**src/rtl/lz77_pkg.sv**
```systemverilog
// Shared constants and state encoding for the LZ77 encoder.
package lz77_pkg;
  localparam int SB_LEN = 30;
  localparam int LA_LEN = 8;
  localparam int POS_W  = 5;
  localparam int LEN_W  = 5;
  localparam int LA_IW  = 3;
  localparam int CNT_W  = 4;
  localparam logic [7:0] TERM = 8'h24;

  typedef enum logic [2:0] {
    FILL, SEARCH, EMIT, SHIFT, DONE
  } state_e;
endpackage

```
**src/rtl/lz77_match_len.sv**
```systemverilog
// Match length of the look-ahead against search position p.
module lz77_match_len
  import lz77_pkg::*;
(
  input  logic [3:0]       sb_i [SB_LEN],
  input  logic [3:0]       la_i [LA_LEN],
  input  logic [POS_W-1:0] p_i,
  input  logic [LEN_W-1:0] limit_i,
  output logic [LEN_W-1:0] len_o
);
  always_comb begin
    logic [POS_W-1:0] jp;
    logic [3:0] src;
    logic run;
    jp = '0;
    src = '0;
    run = 1'b1;
    len_o = '0;
    for (int j = 0; j < LA_LEN; j++) begin
      jp = POS_W'(j);
      // Offsets past p run into the look-ahead itself.
      if (jp <= p_i) src = sb_i[p_i - jp];
      else src = la_i[LA_IW'(jp - p_i - 1'b1)];
      if (run && LEN_W'(j) < limit_i && src == la_i[j])
        len_o = len_o + 1'b1;
      else
        run = 1'b0;
    end
  end
endmodule

```
**src/rtl/lz77_encoder.sv**
```systemverilog
// Streaming LZ77 encoder: fill look-ahead, search, emit triple, shift.
module lz77_encoder
  import lz77_pkg::*;
(
  input  logic             clk,
  input  logic             reset,
  input  logic             in_valid,
  output logic             in_ready,
  input  logic [7:0]       chardata,
  output logic             out_valid,
  input  logic             out_ready,
  output logic [POS_W-1:0] code_pos,
  output logic [LEN_W-1:0] code_len,
  output logic [7:0]       char_nxt,
  output logic             encode,
  output logic             finish
);
  state_e state_q, state_d;
  logic [3:0] sb_q [SB_LEN];
  logic [7:0] la_q [LA_LEN];
  logic [3:0] la_nib [LA_LEN];
  logic [CNT_W-1:0] la_cnt_q, n_q;
  logic [POS_W-1:0] p_q, best_p_q;
  logic [LEN_W-1:0] best_len_q, cur_len, limit;
  logic term_q, enc_q, in_fire, out_fire;
  logic [7:0] nxt;

  assign in_ready  = (state_q == FILL) && !term_q;
  assign out_valid = (state_q == EMIT);
  assign in_fire   = in_valid && in_ready;
  assign out_fire  = out_valid && out_ready;
  assign nxt       = la_q[best_len_q[LA_IW-1:0]];
  assign code_pos  = out_valid ? best_p_q : '0;
  assign code_len  = out_valid ? best_len_q : '0;
  assign char_nxt  = out_valid ? nxt : '0;
  assign encode    = enc_q;
  assign finish    = (state_q == DONE);

  always_comb begin
    logic found;
    found = 1'b0;
    limit = LEN_W'(la_cnt_q) - 1'b1;
    for (int i = 0; i < LA_LEN; i++) begin
      la_nib[i] = la_q[i][3:0];
      if (!found && CNT_W'(i) < la_cnt_q && la_q[i] == TERM) begin
        limit = LEN_W'(i);
        found = 1'b1;
      end
    end
  end

  lz77_match_len u_match (
    .sb_i    (sb_q),
    .la_i    (la_nib),
    .p_i     (p_q),
    .limit_i (limit),
    .len_o   (cur_len)
  );

  always_comb begin
    state_d = state_q;
    unique case (state_q)
      FILL:
        if (in_fire && (chardata == TERM ||
            la_cnt_q == CNT_W'(LA_LEN - 1)))
          state_d = SEARCH;
      SEARCH:
        if (p_q == POS_W'(SB_LEN - 1)) state_d = EMIT;
      EMIT:
        if (out_fire) state_d = (nxt == TERM) ? DONE : SHIFT;
      SHIFT:
        if (n_q == CNT_W'(1))
          state_d = (term_q && la_cnt_q != CNT_W'(1))
                    ? SEARCH : FILL;
      DONE: state_d = DONE;
      default: state_d = FILL;
    endcase
  end

  always_ff @(posedge clk or posedge reset) begin
    if (reset) begin
      state_q    <= FILL;
      la_cnt_q   <= '0;
      n_q        <= '0;
      p_q        <= '0;
      best_p_q   <= '0;
      best_len_q <= '0;
      term_q     <= 1'b0;
      enc_q      <= 1'b0;
      for (int i = 0; i < SB_LEN; i++) sb_q[i] <= '0;
      for (int i = 0; i < LA_LEN; i++) la_q[i] <= '0;
    end else begin
      state_q <= state_d;
      case (state_q)
        FILL: begin
          p_q        <= '0;
          best_p_q   <= '0;
          best_len_q <= '0;
          if (in_fire) begin
            la_q[la_cnt_q[LA_IW-1:0]] <= chardata;
            la_cnt_q <= la_cnt_q + 1'b1;
            enc_q    <= 1'b1;
            if (chardata == TERM) term_q <= 1'b1;
          end
        end
        SEARCH: begin
          p_q <= p_q + 1'b1;
          // Strictly greater keeps the nearest offset on ties.
          if (cur_len > best_len_q) begin
            best_len_q <= cur_len;
            best_p_q   <= p_q;
          end
        end
        EMIT: begin
          if (out_fire) begin
            n_q <= CNT_W'(best_len_q) + 1'b1;
            if (nxt == TERM) enc_q <= 1'b0;
          end
        end
        SHIFT: begin
          p_q        <= '0;
          best_p_q   <= '0;
          best_len_q <= '0;
          for (int i = SB_LEN - 1; i > 0; i--) sb_q[i] <= sb_q[i-1];
          sb_q[0] <= la_q[0][3:0];
          for (int i = 0; i < LA_LEN - 1; i++) la_q[i] <= la_q[i+1];
          la_q[LA_LEN-1] <= '0;
          la_cnt_q <= la_cnt_q - 1'b1;
          n_q      <= n_q - 1'b1;
        end
        default: enc_q <= 1'b0;
      endcase
    end
  end
endmodule
```
**config.mk**
```make
export PLATFORM = sky130hd
export DESIGN_NAME = lz77_encoder
export DESIGN_NICKNAME = d
export VERILOG_FILES = /design/src/rtl/lz77_pkg.sv /design/src/rtl/lz77_match_len.sv /design/src/rtl/lz77_encoder.sv
export SDC_FILE = /design/constraint.sdc
export NUM_CORES = 1
export LEC_CHECK = 0
export ABC_AREA = 1
export BUFFER_PORTS_ARGS = -buffer_cell sky130_fd_sc_hd__buf_2
export CAP_MARGIN = 15
export CORE_MARGIN = 2
export CORE_UTILIZATION = 55
export CTS_CLUSTER_SIZE = 10
export DETAILED_ROUTE_END_ITERATION = 8
export PLACE_DENSITY = 0.69
export SETUP_SLACK_MARGIN = 0.1
export SYNTH_ARGS = -nofsm -noshare
export SYNTH_HDL_FRONTEND = slang
export SYNTH_SLANG_ARGS = --single-unit
```
**constraint.sdc**
```tcl
create_clock -name clk -period 11.15 [get_ports clk]
set_input_delay 0.5575 -clock clk [delete_from_list [all_inputs] [get_ports clk]]
set_output_delay 0.5575 -clock clk [all_outputs]
set_load 0.01 [all_outputs]
```
[Word-level counts from Yosys, hierarchy flattened]
Cells that the tools add are included.
Storage, ports and cells
  input bits: 12
  output and inout bits: 22
  logic and storage cells: 352
  register bits after elaboration: 212
Operators by class
  bitwise gates (word level): 19
  add/sub/neg operators: 36
  equal/unequal tests: 33
  $lt $le $gt $ge: 44
  multiplexer cells: 117
  reductions and logical operators: 57
Operators by type and width (count)
  4-bit 2-to-1 mux: 42
  4-bit binary-select mux with 5-bit select: 8
  64-bit one-hot mux with 2 select lines: 1
  4-bit binary-select mux with 3-bit select: 8
  5-bit 2-to-1 mux: 19
  8-bit by 6-bit == test with 1-bit output (second input constant): 10
  64-bit bitwise mux: 1
  64-bit 2-to-1 mux: 1
  6-bit greater-or-equal comparator (second input constant): 8
  5-bit NOT with 6-bit output: 8
  4-bit greater-or-equal comparator (second input constant): 10
  3-bit NOT with 4-bit output: 10
  1-bit logical AND: 36
  5-bit by 1-bit adder with 5-bit output (second input constant): 7
  4-bit == test: 8
  8-bit 2-to-1 mux: 4
  5-bit one-hot mux with 2 select lines: 3
  8-bit binary-select mux with 3-bit select: 1
  8-bit demux with 3-bit select: 1
  3-bit by 1-bit subtractor with 3-bit output (second input constant): 8
  3-bit by 5-bit less-or-equal comparator with 1-bit output (first input constant): 4
  3-bit by 5-bit less-than comparator with 1-bit output (first input constant): 4
  5-bit by 3-bit subtractor with 5-bit output (second input constant): 4
  1-bit 2-to-1 mux: 19
  other kinds (40): 81

[Logic depth before layout (Yosys ltp)]
Gate-level depths: netlist of the first run.
  depth after elaboration: 58
  gate-level depth with buffers: 62

[Hierarchy]
From an unflattened synthesis of the first run, not the netlist that was laid out.
Second synthesis, totals
  cells, all modules: 2952
  area total of the unflattened synthesis: 18358.9 um^2
Modules (own cells, without submodules)
  lz77_encoder: instances 1, area an instance 10132.2 um^2, cells each 1247
  lz77_match_len: instances 1, area an instance 8226.6 um^2, cells each 1705

[Least setup slack after synthesis of the first run]
Ideal clock, no wire load.
  path type: register to register
  start: reg p_q[2]
  end: reg best_len_q[0]
  stages on the path, launching flop included: 59
  path buffers: 5
  arrival: 8.273 ns
  slack: 2.754 ns
  required time: 11.027 ns
  cell sequence: dfrtp_1 > buf_6 > inv_2 > buf_1 > clkbuf_1 > buf_1 > ha_1 > inv_1 > nand2_1 > nand2_1 > buf_2 > nand2_1 > o21a_1 > clkinv_1 > nand3_1 > nand3_1 > a31o_2 > xor2_1 > [23 not listed] > a21oi_1 > ha_1 > nand3_1 > or2_1 > nand2_1 > inv_1 > ha_1 > nand2_1 > nor2_1 > nand2_1 > o211ai_1 > nand2_1 > nor2_1 > inv_1 > nand2_1 > inv_1 > nand2_1 > o21ai_1
On the way
  word-level cells in the longest chain between the ends: 34
  elaborated cells between the ends (all ways): 153
Ends and longest elaborated chain
  from (decl): line lz77_encoder.sv:23  | logic [POS_W-1:0] p_q, best_p_q;
  from (signal assigned): line lz77_encoder.sv:107  | p_q <= p_q + 1'b1;
  parallel branches: the longest is 30 deep, another holds 1-bit by 3-bit subtractor with 3-bit output
  5-bit 2-to-1 mux *: line lz77_match_len.sv:24  | if (run && LEN_W'(j) < limit_i && src == la_i[j])
  5-bit > comparator: line lz77_encoder.sv:109  | if (cur_len > best_len_q) begin
  2-bit != test (no source line)
  2-bit AND reduction (no source line)
  to (signal assigned): line lz77_encoder.sv:110  | best_len_q <= cur_len;
  to (decl): line lz77_encoder.sv:24  | logic [LEN_W-1:0] best_len_q, cur_len, limit;
Mark *: on every way between the ends. The select of a mux whose other input is x is not followed.
A chain may end at the register's enable or synchronous reset.

[Worst setup path in the final report of the first run]
  start: reg p_q[0]
  end: reg best_len_q[0]
The elaborated chain is that of the path after synthesis.

==> results of run 1 <==
-- registers in the layout, summed over array words and instances, names as in the netlist --
register	cells
p_q	5
n_q	4
term_q	1
sb_q	120
la_q	32
la_nib	32
best_p_q	5
la_cnt_q	4
encode	1
best_len_q	5
state_q	3
-- final cells by class --
cell class                 count  area (sq um)
multi-input combinational   2361         11300
inverter                     195           746
antenna                        1          2.50
fill                        3267         13400
tap                          442           553
clock buffer                  34           722
sequential                   212          5310
clock inverter                 6          97.6
timing repair buffer          58           353
-- layer usage --
metal  vias up  GRT usage [%]
li1       9572              -
met1      9619           56.8
met2      1139           59.0
met3       187           8.84
met4         0           12.4
met5         -              0
-- where the power goes --
group	switching [mW]	total, mW	internal, mW
Sequential	0.0682	0.897	0.828
Combinational	1.61	2.19	0.587
Clock	0.340	0.837	0.497
Total	2.02	3.93	1.91
-- worst paths after layout --
path	startpoint	endpoint	slack [ns]	cells past startpoint
min in group clk	out_ready	state_q[1]	0.32	4
max reg2reg	p_q[0]	best_len_q[0]	1.94	51
min	reset	la_q[22]	0.07	2
max	p_q[0]	best_len_q[0]	1.94	51
min reg2reg	la_q[44]	la_q[44]	0.49	2
max in group asynchronous	reset	sb_q[55]	9.17	4
-- placed cells by master (no fill, tap or decap), drive strengths merged, types with 34 or more instances in the layout --
master / n
nor2: 140
inv: 192
nand2: 1127
nand3: 538
clkbuf: 34
dfrtp: 212
buf: 58
o221ai: 47
a21oi: 114
o21ai: 206
-- critical path: cells and delay by family, from the launching register on --
| kind | cells | cell delay [ns] |
|---|---|---|
| AND/OR/NAND/NOR | 25 | 3.37 |
| buffers and inverters | 10 | 1.81 |
| flip-flops | 1 | 0.54 |
| XOR/XNOR | 1 | 0.06 |
| AO/OA/AOI/OAI | 8 | 1.37 |
| adder cells (fa/ha/maj) | 7 | 1.88 |
-- through the flow --
step	power (mW)	hold slack (ns)	util, %	instances
after global placement	2.99	0.472	56.2	3268
after global routing	4.17	0.155	58.7	3308
after floorplan	2.40	0.449	-	2935
after CTS	3.86	0.157	58.7	3308
final	3.93	0.0702	58.7	3309
after detailed placement	3.02	0.480	56.2	3268
-- kinds of logic after synthesis --
kind of cell | count (synthesis) | share of synthesized area (%)
xor+xnor | 31 | 1.81
buf+inv | 362 | 8.61
flops | 212 | 29.2
mux | 2 | 0.110
simple gates | 1855 | 43.6
compound gates | 440 | 14.3
fa+ha+maj | 33 | 2.32
==> impl_metrics.env, run 1 <==
export IMPL_met2WireLength_microns=28400
export IMPL_relSlewSlack_pct=28.5
export IMPL_grt_start_max_net_pins=107
export IMPL_drtPass1Iterations=7
export IMPL_critPathCaptureType="flop"
export IMPL_synth_seq_area_share_pct=29.2
export IMPL_postCtsSetupBuffers=0
export IMPL_routed_top_layer="met4"
export IMPL_placed_cell_area_sq_um=18300
export IMPL_grt_pass1_wl_microns=105000
export IMPL_route_met3_wl_microns=7950
export IMPL_finalSetupTns_ns=0
export IMPL_htree_depth=1
export IMPL_ant_nets=0
export IMPL_worst_slew_pin_slew_ns=1.07
export IMPL_power_per_cell_area_nw_per_um2=206
export IMPL_drt_wirelength_per_cell_microns=20.5
export IMPL_initial_cell_density_of_the_core_pct=55.8
export IMPL_synth_cell_types=57
export IMPL_critical_path_slowest_cell="sky130_fd_sc_hd__buf_4"
export IMPL_met1Wirelength_microns=29000
export IMPL_post_place_ws_ns=2.06
export IMPL_drtIter0Drc=2521
export IMPL_synthesis_warning_total=0
export IMPL_postCtsHoldBufs=0
export IMPL_synth_enable_flop_cells=0
export IMPL_synthDominantCellAreaShare_pct=29.2
export IMPL_clock_sink_count=212
export IMPL_path_class="reg -> reg"
export IMPL_non_filler_cell_area_final_sq_um=19100
export IMPL_cts_reportedPaths_clkPinSlew_ns=0.06
export IMPL_setup_repair_after_global_routing_missed_its_margin="false"
export IMPL_grt_usage_pct=39.6
export IMPL_finalCriticalPeriod_ns=9.21
export IMPL_drive_gt1_share_pct=6.00
export IMPL_worst_skew_pair_late_latency_ns=0.58
export IMPL_synth_top_cells_by_area="sky130_fd_sc_hd__dfrtp_1 (29%), sky130_fd_sc_hd__nand2_1 (23%), sky130_fd_sc_hd__nand3_1 (15%)"
export IMPL_detailroute_via_count=20517
export IMPL_floorplan_die_area_sq_um=34500
export IMPL_synth_top_area_cell="sky130_fd_sc_hd__dfrtp_1"
export IMPL_finalSetupViolCount=0
export IMPL_vdd_ir_drop_worst_uv=149
export IMPL_via_per_inst=6.20
export IMPL_finalWirelength_microns=67800
export IMPL_run_status="completed"
export IMPL_syn_num_nets=2980
export IMPL_highest_clock_rate_mhz=109
export IMPL_globalplace_congestion=1.05
export IMPL_synthesized_area_divided_by_synthesized_cell_count_sq_um=6.18
export IMPL_grt_antenna_before_repair=1
export IMPL_post_route_period_util_pct=82.6
export IMPL_power_leakage_nw=9.28
export IMPL_cp_arrival_ns=9.66
export IMPL_post_cts_sizing=0
export IMPL_core_area_sq_um=32500
export IMPL_drcViolationCount=0
export IMPL_final_critical_path_setup_slack_ns=1.94
export IMPL_max_cap_viol_count=0
export IMPL_fp_dieW_microns=186
export IMPL_drv_slew=0
export IMPL_number_of_clock_buffers_inserted_by_tritoncts=27
export IMPL_worstHoldPathType="in -> async"
export IMPL_row_count=66
export IMPL_post_synth_instance_area_sq_um=18200
export IMPL_timing_critical_path_required_ns=11.61
export IMPL_clockRootBuffer="sky130_fd_sc_hd__clkbuf_16"
export IMPL_ys_ff_latch=212
export IMPL_number_of_nets_at_the_end_of_the_flow=2900
export IMPL_detailed_place_hpwl_microns=49600
export IMPL_tritoncts="done"
export IMPL_final_hold_violation_count=0
export IMPL_area_growth_synth_to_final_pct=5.21
export IMPL_setup_worst_path_start_class="flop"
export IMPL_commonest_register_cell_after_synthesis="sky130_fd_sc_hd__dfrtp_1"
export IMPL_most_frequent_cells_after_synthesis="sky130_fd_sc_hd__nand2_1 (1118), sky130_fd_sc_hd__nand3_1 (530), sky130_fd_sc_hd__dfrtp_1 (212)"
export IMPL_max_stage_delay_ns=0.80
export IMPL_die_height_microns=186
export IMPL_critical_path_max_fanout=103
export IMPL_port_buffer_count=33
export IMPL_num_io_pins=34
export IMPL_clock_skew_final_ns=0.0187
export IMPL_asyncSetResetFlopFracSynth_pct=100
export IMPL_post_synth_top_count_cell="sky130_fd_sc_hd__nand2_1"
export IMPL_clock_path_buffers=3
export IMPL_synth_instances=2935
export IMPL_grt_pass1_vias=18584
export IMPL_gr_total_overflow=0
export IMPL_cpMostUsedCell="sky130_fd_sc_hd__nand2_1"
Power figures use the tool's default switching activity.
==> inputs of run 2 (changes only) <==
Settings changed: ABC_AREA 1 to 0, PLACE_DENSITY 0.69 to 0.72.
Clock period 11.15 ns to 8.4 ns, I/O delays scaled along.
==> run 2 against run 1 <==
  * Die area rose by 8.7%
  * Global-route usage fell by 3.1 points
  * Cell area rose by 22%
  * First-iteration DRC count fell by 17%
==> impl_metrics.env, run 2 <==
export IMPL_run_status="completed"
export IMPL_synth_instances=2092
export IMPL_port_buffer_count=33
export IMPL_regMostFlops="sb_q"
export IMPL_commonest_register_cell_after_synthesis="sky130_fd_sc_hd__dfrtp_1"
export IMPL_synthesized_area_divided_by_synthesized_cell_count_sq_um=9.45
export IMPL_synth_seq_area_share_pct=26.8
export IMPL_critical_path_max_fanout=7
export IMPL_synth_compound_area_share_pct=11.2
export IMPL_drt_wirelength_per_cell_microns=25.5
export IMPL_register_area_sq_um=5310
export IMPL_via_per_inst=6.96
export IMPL_synth_adder_area_share_pct=2.13
export IMPL_initial_cell_density_of_the_core_pct=55.7
export IMPL_path_class="reg -> reg"
export IMPL_setup_worst_path_start_class="flop"
export IMPL_worstHoldPathType="in -> reg"
export IMPL_power_leakage_nw=10.1
export IMPL_synth_cell_types=97
export IMPL_timing_rr_start="p_q[0]"
export IMPL_htree_depth=1
export IMPL_ant_nets=0
export IMPL_number_of_nets_at_the_end_of_the_flow=2282
export IMPL_combinationalPowerShare_pct=67.1
export IMPL_max_stage_delay_ns=0.52
export IMPL_highest_clock_rate_mhz=120
export IMPL_clock_path_buffers=3
export IMPL_syn_num_nets=2137
export IMPL_finalCriticalPeriod_ns=8.32
export IMPL_setup_repair_after_global_routing_missed_its_margin="true"
export IMPL_grt_start_max_net_pins=143
export IMPL_area_growth_synth_to_final_pct=17.6
export IMPL_cts_reportedPaths_clkPinSlew_ns=0.06
export IMPL_asyncSetResetFlopFracSynth_pct=100
export IMPL_globalplace_congestion=1.04
export IMPL_mostFrequentLayoutCells="sky130_fd_sc_hd__nand2_1 (540), sky130_fd_sc_hd__buf_4 (228), sky130_fd_sc_hd__dfrtp_1 (209)"
export IMPL_detailed_place_hpwl_microns=49000
export IMPL_synthesis_warning_total=0
export IMPL_power_switching_mw=4.01
export IMPL_antenna_cells_inserted=0
export IMPL_timing_critical_path_from="p_q[0]"
export IMPL_clockRootBuffer="sky130_fd_sc_hd__clkbuf_16"
export IMPL_finalHoldWorstSlack_ns=0.198
export IMPL_synth_top_area_cell="sky130_fd_sc_hd__dfrtp_1"
export IMPL_post_synth_top_count_cell="sky130_fd_sc_hd__nand2_1"
export IMPL_critPathCaptureType="flop"
export IMPL_core_area_sq_um=35500
export IMPL_synth_mux_area_fraction_pct=32.1
export IMPL_grt_pass1_vias=18325
export IMPL_ys_ff_latch=212
export IMPL_grt_antenna_before_repair=0
export IMPL_drtIter0Drc=2092
export IMPL_largest_register_ff_count=120
export IMPL_finalSetupViolCount=0
export IMPL_number_of_clock_buffers_inserted_by_tritoncts=26
export IMPL_drtPass1Iterations=5
export IMPL_placed_cell_area_sq_um=21800
export IMPL_most_frequent_cells_after_synthesis="sky130_fd_sc_hd__nand2_1 (543), sky130_fd_sc_hd__dfrtp_1 (212), sky130_fd_sc_hd__mux4_2 (204)"
export IMPL_grt_pass1_wl_microns=108000
export IMPL_clock_sink_count=212
export IMPL_synthDominantCellAreaShare_pct=26.8
export IMPL_clock_skew_final_ns=0.0421
export IMPL_worst_skew_pair_late_latency_ns=0.58
export IMPL_drive_gt1_share_pct=28.5
export IMPL_multi_input_area_sq_um=13800
export IMPL_finalWirelength_microns=69000
export IMPL_post_synth_instance_area_sq_um=19800
export IMPL_p_sw_share_pct=46.7
export IMPL_post_synth_xor_area_fraction_pct=2.79
export IMPL_detailroute_via_count=18827
export IMPL_dp_cells=2637
export IMPL_post_route_period_util_pct=99.1
export IMPL_non_filler_cell_area_final_sq_um=23200
export IMPL_grt_usage_pct=36.5
export IMPL_synth_simple_gate_area_share_pct=20.0
export IMPL_floorplan_die_area_sq_um=37500
export IMPL_relSlewSlack_pct=30.2
export IMPL_row_count=69
export IMPL_synth_top_family_by_area="multiplexers"
export IMPL_power_per_cell_area_nw_per_um2=369
export IMPL_gr_total_overflow=0
export IMPL_critical_path_slowest_cell="sky130_fd_sc_hd__or4_4"
export IMPL_fillCellCount=2741
export IMPL_num_io_pins=34
export IMPL_layout_commonest_cell="sky130_fd_sc_hd__nand2_1"
export IMPL_p_int_mw=4.57
export IMPL_final_hold_violation_count=0
export IMPL_max_cap_viol_count=0
export IMPL_seq_power_share_pct=20.4
export IMPL_worst_slew_pin_slew_ns=1.05
export IMPL_fp_dieW_microns=194
export IMPL_clockPowerShare_pct=12.5
export IMPL_cp_arrival_ns=8.79
export IMPL_tritoncts="done"
export IMPL_worst_hold_startpoint="chardata[4]"
export IMPL_synth_top_cells_by_area="sky130_fd_sc_hd__dfrtp_1 (27%), sky130_fd_sc_hd__mux4_2 (23%), sky130_fd_sc_hd__nand2_1 (10%)"
export IMPL_layoutNonFillerInstCount=2705
export IMPL_synth_enable_flop_cells=0
export IMPL_die_height_microns=194
export IMPL_timing_critical_path_required_ns=8.87
export IMPL_drv_slew=0
export IMPL_drcViolationCount=0
export IMPL_vdd_ir_drop_worst_uv=333
==> run 2: cell types whose count changed after synthesis, moves of 58 or more <==
cell | before | now
sky130_fd_sc_hd__nand2_1 | 1118 | 543
sky130_fd_sc_hd__nand3_1 | 530 | 54
sky130_fd_sc_hd__mux4_2 | 0 | 204
sky130_fd_sc_hd__inv_1 | 174 | 30
sky130_fd_sc_hd__mux2i_1 | 2 | 136
sky130_fd_sc_hd__o21ai_0 | 168 | 73
sky130_fd_sc_hd__a21oi_1 | 110 | 52
==> run 2: worst paths after layout <==
check                      slack [ns]  cells past startpoint             to
min in group asynchronous        0.52                      3       sb_q[71]
max in group asynchronous        6.58                      4         n_q[1]
hold reg to reg                  0.49                      2    best_p_q[3]
setup / recovery                 0.08                     38  best_len_q[4]
hold / removal                   0.20                      3       la_q[60]
setup reg to reg                 0.08                     38  best_len_q[4]
==> run 2: cell type report <==
cell class / count / area share, %
inverter: 36 / 0.651
clock inverter: 4 / 0.350
clock buffer: 31 / 2.97
sequential: 212 / 22.9
tap: 461 / 2.48
multi-input combinational: 1662 / 59.3
timing repair buffer: 299 / 11.4
==> run 2: worst max-delay path, delay by kind of cell, from the launching register on <==
kind	cells	cell delay (ns)
AND/OR/NAND/NOR	13	2.81
AO/OA/AOI/OAI	11	1.75
adder cells (fa/ha/maj)	5	1.37
multiplexers	2	0.98
flip-flops	1	0.48
buffers and inverters	4	0.48
XOR/XNOR	3	0.34
==> run 2: per-stage QoR <==
step / power, mW / setup TNS, ns / worst slack [ns] / utilization, %
3_3_place_gp: 6.88 / -0.0188 / -0.0188 / 61.3
6_report: 8.58 / 0 / 0.0770 / 65.5
4_1_cts: 8.24 / 0 / 0.104 / 64.4
2_1_floorplan: 5.22 / -7.69 / -1.04 / -
3_5_place_dp: 6.97 / -0.200 / -0.136 / 61.3
5_1_grt: 9.01 / -0.753 / -0.211 / 65.5
==> run 2: power by group through the flow <==
stage	Sequential [mW]	Clock (mW)	Combinational (mW)
after floorplan	1.52	0	3.70
after global placement	1.71	0	5.17
after detailed placement	1.73	0	5.24
after CTS	1.71	1.09	5.44
after global routing	1.77	1.13	6.11
final	1.75	1.07	5.76
==> run 2: per-layer routing <==
metal | track usage [%] | routed length [microns]
met1 | 48.4 | 25900
met2 | 56.9 | 31400
met3 | 7.36 | 7160
met4 | 19.4 | 4550
met5 | 0 | 0
==> run 2: timing repair <==
action / CTS / global route
hold buffers: 1 / 0
gates resized for setup: 24 / 39
cloned: 5 / 4
pin swaps: 6 / 22
hold endpoints to repair: 64 / 0
buffers inserted: 4 / 20
endpoints found under the setup margin: 10 / 10
==> run 2: cell families (layout without fill, tap and decap cells) <==
logic type / Yosys count / after routing
AO/OA/AOI/OAI: 317 / 317
XOR/XNOR: 63 / 63
adder cells (fa/ha/maj): 33 / 33
buffers and inverters: 218 / 370
flip-flops: 212 / 212
multiplexers: 365 / 365
AND/OR/NAND/NOR: 884 / 884
